**src/rtl/hazard_ctrl_unit.sv**
```systemverilog
// ============================================================================
//  hazard_ctrl_unit
//  Forwarding, load-use stall, memory-wait hold and branch-flush control for
//  a 3-stage RV32I pipeline, with saturating stall/flush event counters.
//  Revision: 1.0
// ============================================================================
`default_nettype none

module hazard_ctrl_unit #(
  parameter int Width        = 32,
  parameter int LOAD_LAT     = 1,
  parameter int FLUSH_CYCLES = 1,
  parameter int CNT_W        = 16
) (
  input  logic             clk,
  input  logic             rst,
  input  logic             reg_wrMW,
  input  logic             is_loadMW,
  input  logic             mem_req,
  input  logic             mem_ready,
  input  logic             br_taken,
  input  logic [Width-1:0] ir_EM,
  input  logic [Width-1:0] ir_MW,
  output logic             fora,
  output logic             forb,
  output logic             stall,
  output logic             stall_MW,
  output logic             flush,
  output logic [CNT_W-1:0] stall_cnt,
  output logic [CNT_W-1:0] flush_cnt
);

  localparam int c_cnt_max = (LOAD_LAT > FLUSH_CYCLES) ? LOAD_LAT : FLUSH_CYCLES;
  localparam int c_cw      = (c_cnt_max > 1) ? $clog2(c_cnt_max) : 1;

  localparam logic [c_cw-1:0]  c_load_init  = c_cw'(LOAD_LAT - 1);
  localparam logic [c_cw-1:0]  c_flush_init = c_cw'(FLUSH_CYCLES - 1);
  localparam logic [c_cw-1:0]  c_cnt_one    = c_cw'(1);
  localparam logic             c_load_en    = (LOAD_LAT > 0);
  localparam logic [CNT_W-1:0] c_inc        = CNT_W'(1);

  localparam logic [6:0] c_op_lui    = 7'b0110111;
  localparam logic [6:0] c_op_auipc  = 7'b0010111;
  localparam logic [6:0] c_op_jal    = 7'b1101111;
  localparam logic [6:0] c_op_rtype  = 7'b0110011;
  localparam logic [6:0] c_op_store  = 7'b0100011;
  localparam logic [6:0] c_op_branch = 7'b1100011;

  typedef enum logic [1:0] {
    RUN       = 2'd0,
    LOAD_WAIT = 2'd1,
    FLUSH     = 2'd2
  } state_t;

  state_t          r_state, w_state_nxt;
  logic [c_cw-1:0] r_cnt, w_cnt_nxt;
  logic            r_served, w_served_nxt;
  logic [CNT_W-1:0] r_stall_cnt, r_flush_cnt;

  logic [4:0] w_rs1, w_rs2, w_rd_mw;
  logic [6:0] w_op_em;
  logic       w_use_rs1, w_use_rs2;
  logic       w_match_a, w_match_b;
  logic       w_mem_wait, w_load_haz;
  logic       w_stall, w_stall_mw, w_flush;

  wire w_unused_bits = &{1'b0, ir_EM[Width-1:25], ir_EM[14:7],
                         ir_MW[Width-1:12], ir_MW[6:0]};

  assign w_rs1   = ir_EM[19:15];
  assign w_rs2   = ir_EM[24:20];
  assign w_rd_mw = ir_MW[11:7];
  assign w_op_em = ir_EM[6:0];

  // Only real source operands may trigger forwarding or a load-use stall.
  assign w_use_rs1 = (w_op_em != c_op_lui) && (w_op_em != c_op_auipc) &&
                     (w_op_em != c_op_jal);
  assign w_use_rs2 = (w_op_em == c_op_rtype) || (w_op_em == c_op_store) ||
                     (w_op_em == c_op_branch);

  assign w_match_a = reg_wrMW && (w_rd_mw != 5'd0) && (w_rd_mw == w_rs1) && w_use_rs1;
  assign w_match_b = reg_wrMW && (w_rd_mw != 5'd0) && (w_rd_mw == w_rs2) && w_use_rs2;

  assign w_mem_wait = mem_req && !mem_ready;
  assign w_load_haz = is_loadMW && (w_match_a || w_match_b) && c_load_en &&
                      !r_served && (r_state == RUN);

  always_comb begin
    w_stall      = 1'b0;
    w_stall_mw   = 1'b0;
    w_flush      = 1'b0;
    w_state_nxt  = r_state;
    w_cnt_nxt    = r_cnt;
    w_served_nxt = r_served;
    if (w_mem_wait) begin
      // Whole pipeline frozen; an in-progress flush keeps its bubbles.
      w_stall    = 1'b1;
      w_stall_mw = 1'b1;
      w_flush    = (r_state == FLUSH);
    end else begin
      case (r_state)
        RUN: begin
          w_served_nxt = 1'b0;
          if (w_load_haz) begin
            w_stall    = 1'b1;
            w_stall_mw = 1'b1;
            if (LOAD_LAT > 1) begin
              w_state_nxt = LOAD_WAIT;
              w_cnt_nxt   = c_load_init;
            end else begin
              w_served_nxt = 1'b1;
            end
          end else if (br_taken) begin
            w_flush = 1'b1;
            if (FLUSH_CYCLES > 1) begin
              w_state_nxt = FLUSH;
              w_cnt_nxt   = c_flush_init;
            end
          end
        end
        LOAD_WAIT: begin
          w_stall      = 1'b1;
          w_stall_mw   = 1'b1;
          w_served_nxt = 1'b0;
          w_cnt_nxt    = r_cnt - c_cnt_one;
          if (r_cnt == c_cnt_one) begin
            w_state_nxt  = RUN;
            w_served_nxt = 1'b1;
          end
        end
        FLUSH: begin
          w_flush      = 1'b1;
          w_served_nxt = 1'b0;
          w_cnt_nxt    = r_cnt - c_cnt_one;
          if (r_cnt == c_cnt_one) begin
            w_state_nxt = RUN;
          end
        end
        default: begin
          w_state_nxt  = RUN;
          w_cnt_nxt    = '0;
          w_served_nxt = 1'b0;
        end
      endcase
    end
  end

  assign fora     = w_match_a  && !rst;
  assign forb     = w_match_b  && !rst;
  assign stall    = w_stall    && !rst;
  assign stall_MW = w_stall_mw && !rst;
  assign flush    = w_flush    && !rst;

  always_ff @(posedge clk) begin
    if (rst) begin
      r_state  <= RUN;
      r_cnt    <= '0;
      r_served <= 1'b0;
    end else begin
      r_state  <= w_state_nxt;
      r_cnt    <= w_cnt_nxt;
      r_served <= w_served_nxt;
    end
  end

  always_ff @(posedge clk) begin
    if (rst) begin
      r_stall_cnt <= '0;
      r_flush_cnt <= '0;
    end else begin
      if (stall && (r_stall_cnt != '1)) r_stall_cnt <= r_stall_cnt + c_inc;
      if (flush && (r_flush_cnt != '1)) r_flush_cnt <= r_flush_cnt + c_inc;
    end
  end

  assign stall_cnt = r_stall_cnt;
  assign flush_cnt = r_flush_cnt;

endmodule

`default_nettype wire

```
**config.mk**
```make
export PLATFORM = sky130hd
export DESIGN_NAME = hazard_ctrl_unit
export DESIGN_NICKNAME = d
export VERILOG_FILES = /design/src/rtl/hazard_ctrl_unit.sv
export SDC_FILE = /design/constraint.sdc
export NUM_CORES = 1
export LEC_CHECK = 0
export ABC_AREA = 1
export CELL_PAD_IN_SITES_DETAIL_PLACEMENT = 1
export CELL_PAD_IN_SITES_GLOBAL_PLACEMENT = 1
export CORE_UTILIZATION = 29
export DETAILED_ROUTE_END_ITERATION = 6
export GPL_TIMING_DRIVEN = 0
export PLACE_DENSITY = 0.89
export SYNTH_ARGS = -nofsm -noshare
export SYNTH_HDL_FRONTEND = slang
export SYNTH_SLANG_ARGS = --single-unit
export TNS_END_PERCENT = 30
```
**constraint.sdc**
```tcl
create_clock -name clk -period 6.2 [get_ports clk]
set_input_delay 1.86 -clock clk [delete_from_list [all_inputs] [get_ports clk]]
set_output_delay 1.86 -clock clk [all_outputs]
set_load 0.02 [all_outputs]
```
==> results.cfg, run 1 <==
[status]
status = completed

[power]
cellPowerDensity_nw_per_um2 = 149.5
ir_drop_mv = 0.09932
p_leak_nw = 1.234

[cts]
root_buffer = clkbuf_8
clk_latency_ps = 290
cts_setup_buffers = 0
clock_sinks = 33
numCtsBuffers = 5
clock_path_buffers = 2
cts.htree.levels = 2
cts_tree = built
clkTransAtPathRegs_ps = 70

[placement]
dpl_cell_area_sq_um = 3034
place_hpwl_um = 5629
io_buffers = 64
gp_congestion = 0.8565

[global_routing]
grt_most_used_layer = met2
antenna_found_initial = 0
grt-ovfl-total = 0
use_met1_pct = 21.89
grt_usage_pct = 18.45
grt_pass1_vias = 2634
use_met3_pct = 2.862
met2_usage_pct = 33.40
grt_max_degree = 11
grt_pass1_wl_um = 12250

[synthesis]
synth_cells = 359
synth_ff_type = dfxtp_1
ys_warn_count = 0
synth.distinct_cells = 30
synthArstFlopShare_pct = 0
syn-num-nets = 432
yosys.area.top_type = dfxtp_1
yosysSeqAreaShare_pct = 29.11
synth_area_sq_um = 2270
synth_edf_count = 0
synth.ff_latch_count = 33
avgSynthCellArea_sq_um = 6.322
synth.area.top_cells = dfxtp_1, nand2_1, nor2_1
netlist.area_leader.share_pct = 29.11

[timing]
fin_worst_skew_ps = 7.847
slew_headroom_pct = 59.91
final_hold_viol_count = 0
tns_ps = 0
setup_viol = 0
holdWs_ps = 488.0
report.final.slew_viol_count = 0
rsz0062_at_grt = false
worst_pin_slew_ps = 601.3
layout_worst_path_cycle_share_pct = 96.30
max_freq_mhz = 167.5
min_period_ps = 5970

[setup_path]
end_kind = primary output
crit_top_cell = nand2_1
path_cells = clkdlybuf4s50_1, nor2_1, nand3_1, nand2_1, nor2_1, nand2_1, nand2_1, nand2_2, nand3_4, nor2_2, clkdlybuf4s50_1
critical_path_class = input pin to primary output
crit_path_top_delay_cell = clkdlybuf4s50_1
cp.arrival_ps = 4110
cp.required_ps = 4340
start_kind = input pin
max_stage_delay_ps = 630
crit_fanout = 10

[run]
cap_viol_max_count = 0

[cells_and_area]
fin_util_pct = 42.39
layout_common_cells = nand2_1, clkdlybuf4s50_1, nor2_1, inv_1, dfxtp_1
insertedDiodeCount = 0
fin_nets = 503
drive_above_1_share_pct = 6.032
final_common_cell = nand2_1
area_delta_synth_final_pct = 38.37
final_cell_area_sq_um = 3141

[die]
placementRows = 31
dieArea_sq_um = 8184
ioPinCount = 108
core_region_area_sq_um = 7408
start_util_pct = 30.64
fp.dieW_um = 90.47
dieHeight_um = 90.47

[detailed_routing]
drcViolationCount = 0
vias = 2611
drtIter0Drc = 99
finalWirelength_um = 7227
first_pass_iters = 4
viasPerCell = 4.926
routedWlPerCell_um = 13.64
ant_nets = 0

[hold_path]
hp-class = flip-flop to flip-flop
[area by class of cell]
| type | count | area (sq um) |
|---|---|---|
| Tap cell | 99 | 123.9 |
| Clock buffer | 7 | 96.34 |
| Fill cell | 982 | 4268 |
| Multi-Input combinational cell | 271 | 1388 |
| Timing Repair Buffer | 64 | 645.6 |
| Inverter | 45 | 168.9 |
| Clock inverter | 1 | 5.005 |
| Sequential cell | 33 | 660.6 |
| Buffer | 10 | 52.55 |
[metal layers]
metal / up-vias / part of all wire (%)
met2: 51 / 51
met1: 1251 / 45
met5: - / 0
met3: 9 / 3.0
met4: 0 / 1.7
li1: 1300 / -
[per-stage QoR]
step | setup WS [ps] | std cells | power, mW
after CTS | 97.10 | 530 | 0.4740
final | 229.7 | 530 | 0.4694
after floorplan | 1257 | 359 | 0.2539
after global placement | 157.8 | 522 | 0.2866
after detailed placement | 110.3 | 522 | 0.2887
after global routing | 20.64 | 530 | 0.4894
[synth_stat cells, types with 3 or more instances]
master / instances
a21oi_1: 18
buf_1: 3
clkbuf_1: 4
clkinv_1: 3
dfxtp_1: 33
inv_1: 39
inv_2: 3
nand2_1: 96
nand2_2: 3
nand3_1: 24
nand3_4: 3
nand4_1: 24
nor2_1: 52
nor3_1: 9
nor3b_1: 5
nor4_1: 3
o21bai_1: 4
xnor2_1: 9
xor2_1: 10
[sequential cells by signal, indices dropped and copies added (netlist names)]
register,cells
flush_cnt,16
r_served,1
stall_cnt,16
[critical path, delay by kind of cell]
family,cells,cell delay [ps]
buffers and inverters,2,1120
and+or+nand+nor,9,1130
[where the power goes]
part           internal (mW)  switching (mW)  leakage, nW
Sequential             0.214         0.00245        0.266
Combinational         0.0312          0.0357        0.913
Clock                  0.100          0.0858       0.0542
[repair_timing]
item                       in CTS  in global routing
resized for setup               0                  2
setup endpoints to repair       0                  2
hold buffers                    0                  0
[cells by family after synthesis]
logic type / after synthesis / share of synthesized area, %
and+or+nand+nor: 226 / 46.97
buffers and inverters: 55 / 9.757
DFF: 33 / 29.11
AOI/OAI and AO/OA: 24 / 5.733
xor gates and xnor gates: 19 / 7.332
adders and majority gates: 2 / 1.102
[worst paths after layout]
path	startpoint	end	slack, ps	cells after the start
max	ir_MW[8]	flush	230	11
max reg2reg	stall_cnt[0]	stall_cnt[4]	4050	9
min reg2reg	r_served	r_served	490	2
min	r_served	r_served	490	2
(Power assumes the default switching activity.)
==> inputs of run 2 (changes only) <==
--- a/config.mk
+++ b/config.mk
@@ -8,6 +8,7 @@
 export ABC_AREA = 1
 export CELL_PAD_IN_SITES_DETAIL_PLACEMENT = 1
 export CELL_PAD_IN_SITES_GLOBAL_PLACEMENT = 1
+export CORE_ASPECT_RATIO = 1.25
 export CORE_UTILIZATION = 29
 export DETAILED_ROUTE_END_ITERATION = 6
 export GPL_TIMING_DRIVEN = 0
==> results.cfg, run 2 (same netlist as run 1, synthesis figures left out) <==
[cts]
clkTransAtPathRegs_ps = 60
cts_setup_buffers = 0
numCtsBuffers = 5
clk_latency_ps = 290
clock_sinks = 33
cts.htree.levels = 2
clock_path_buffers = 2
root_buffer = clkbuf_8
cts_tree = built

[global_routing]
grt_max_degree = 11
grt_pass1_vias = 2652
antenna_found_initial = 0
grt_pass1_wl_um = 12030
grt-ovfl-total = 0
grt_usage_pct = 18.80

[setup_path]
reg2reg_depth = 9
crit_fanout = 8
cp.required_ps = 4340
end_kind = primary output
start_kind = input pin
cp.arrival_ps = 4110
critical_path_class = input pin to primary output

[status]
status = completed

[die]
fp.dieW_um = 81.13
dieArea_sq_um = 8186
ioPinCount = 108
core_region_area_sq_um = 7488
placementRows = 35
dieHeight_um = 100.9
start_util_pct = 30.31

[detailed_routing]
routedWlPerCell_um = 13.57
first_pass_iters = 4
ant_nets = 0
drtIter0Drc = 55
finalWirelength_um = 7099
vias = 2556
drcViolationCount = 0
viasPerCell = 4.887

[power]
p_leak_nw = 1.214
cellPowerDensity_nw_per_um2 = 159.0
ir_drop_mv = 0.08290

[placement]
place_hpwl_um = 5614
gp_congestion = 0.9027
dpl_cell_area_sq_um = 3025
io_buffers = 64

[timing]
min_period_ps = 5967
report.final.slew_viol_count = 0
tns_ps = 0
final_hold_viol_count = 0
rsz0062_at_grt = false
slew_headroom_pct = 59.94
worst_pin_slew_ps = 600.9
fin_worst_skew_ps = 12.73
max_freq_mhz = 167.6
layout_worst_path_cycle_share_pct = 96.24
setup_viol = 0

[cells_and_area]
layout_common_cells = nand2_1, clkdlybuf4s50_1, nor2_1, inv_1, dfxtp_1
fin_util_pct = 42.02
area_delta_synth_final_pct = 38.64
fin_nets = 503
insertedDiodeCount = 0
final_cell_area_sq_um = 3147
drive_above_1_share_pct = 5.800
final_common_cell = nand2_1

[run]
cap_viol_max_count = 0

[hold_path]
hold_depth = 2
hp-class = flip-flop to flip-flop
-- run 2: final timing paths --
path | endpoint | slack, ps | start
setup / recovery | stall_MW | 230 | ir_MW[10]
hold / removal | r_served | 490 | r_served
setup reg to reg | stall_cnt[9] | 4090 | stall_cnt[0]
hold reg to reg | r_served | 490 | r_served
-- run 2: power by group --
group / internal, mW / switching (mW) / total [mW]
Combinational: 0.0316 / 0.0362 / 0.0678
Sequential: 0.214 / 0.00250 / 0.216
Clock: 0.131 / 0.0851 / 0.216
Total: 0.376 / 0.124 / 0.500
-- run 2: what timing repair did --
item / 4_1_cts / 5_1_grt
hold endpoints to repair: 0 / 0
hold buffers: 0 / 0
gates resized for setup: 0 / 1
endpoints found under the setup margin: 0 / 1
-- run 2: layer usage --
metal / up-vias / wire [um] / global-route usage [%]
met5: - / 0 / 0
met2: 49 / 3922 / 35.62
met1: 1202 / 2875 / 20.91
met3: 10 / 207 / 2.443
met4: 0 / 93 / 6.456
li1: 1295 / - / -
-- run 2: worst max-delay path, cell delays in order --
cell	delay [ps]
clkdlybuf4s50_1	550
xnor2_1	140
nand3_1	90
nor2_1	120
nand2_1	80
nand2_1	110
nand2_4	110
nand2_4	120
nand2_1	90
clkinv_1	130
buf_4	120
clkdlybuf4s50_1	590
-- run 2: per-stage QoR --
stage	power, mW	instances	hold slack [ps]	setup WS (ps)
global route	0.5224	523	546.0	56.94
finish	0.5003	523	488.1	233.0
global placement	0.2866	515	470.2	184.3
CTS	0.5064	523	492.0	161.5
floorplan	0.2539	359	455.7	1257
detailed placement	0.2894	515	479.5	178.0
-- run 2: area by class of cell --
class	instances	area [sq um]
Tap cell	92	115.1
Buffer	10	52.55
Clock buffer	7	86.33
Multi-Input combinational cell	271	1393
Sequential cell	33	660.6
Timing Repair Buffer	64	640.6
Clock inverter	1	30.03
Fill cell	979	4342
Inverter	45	168.9
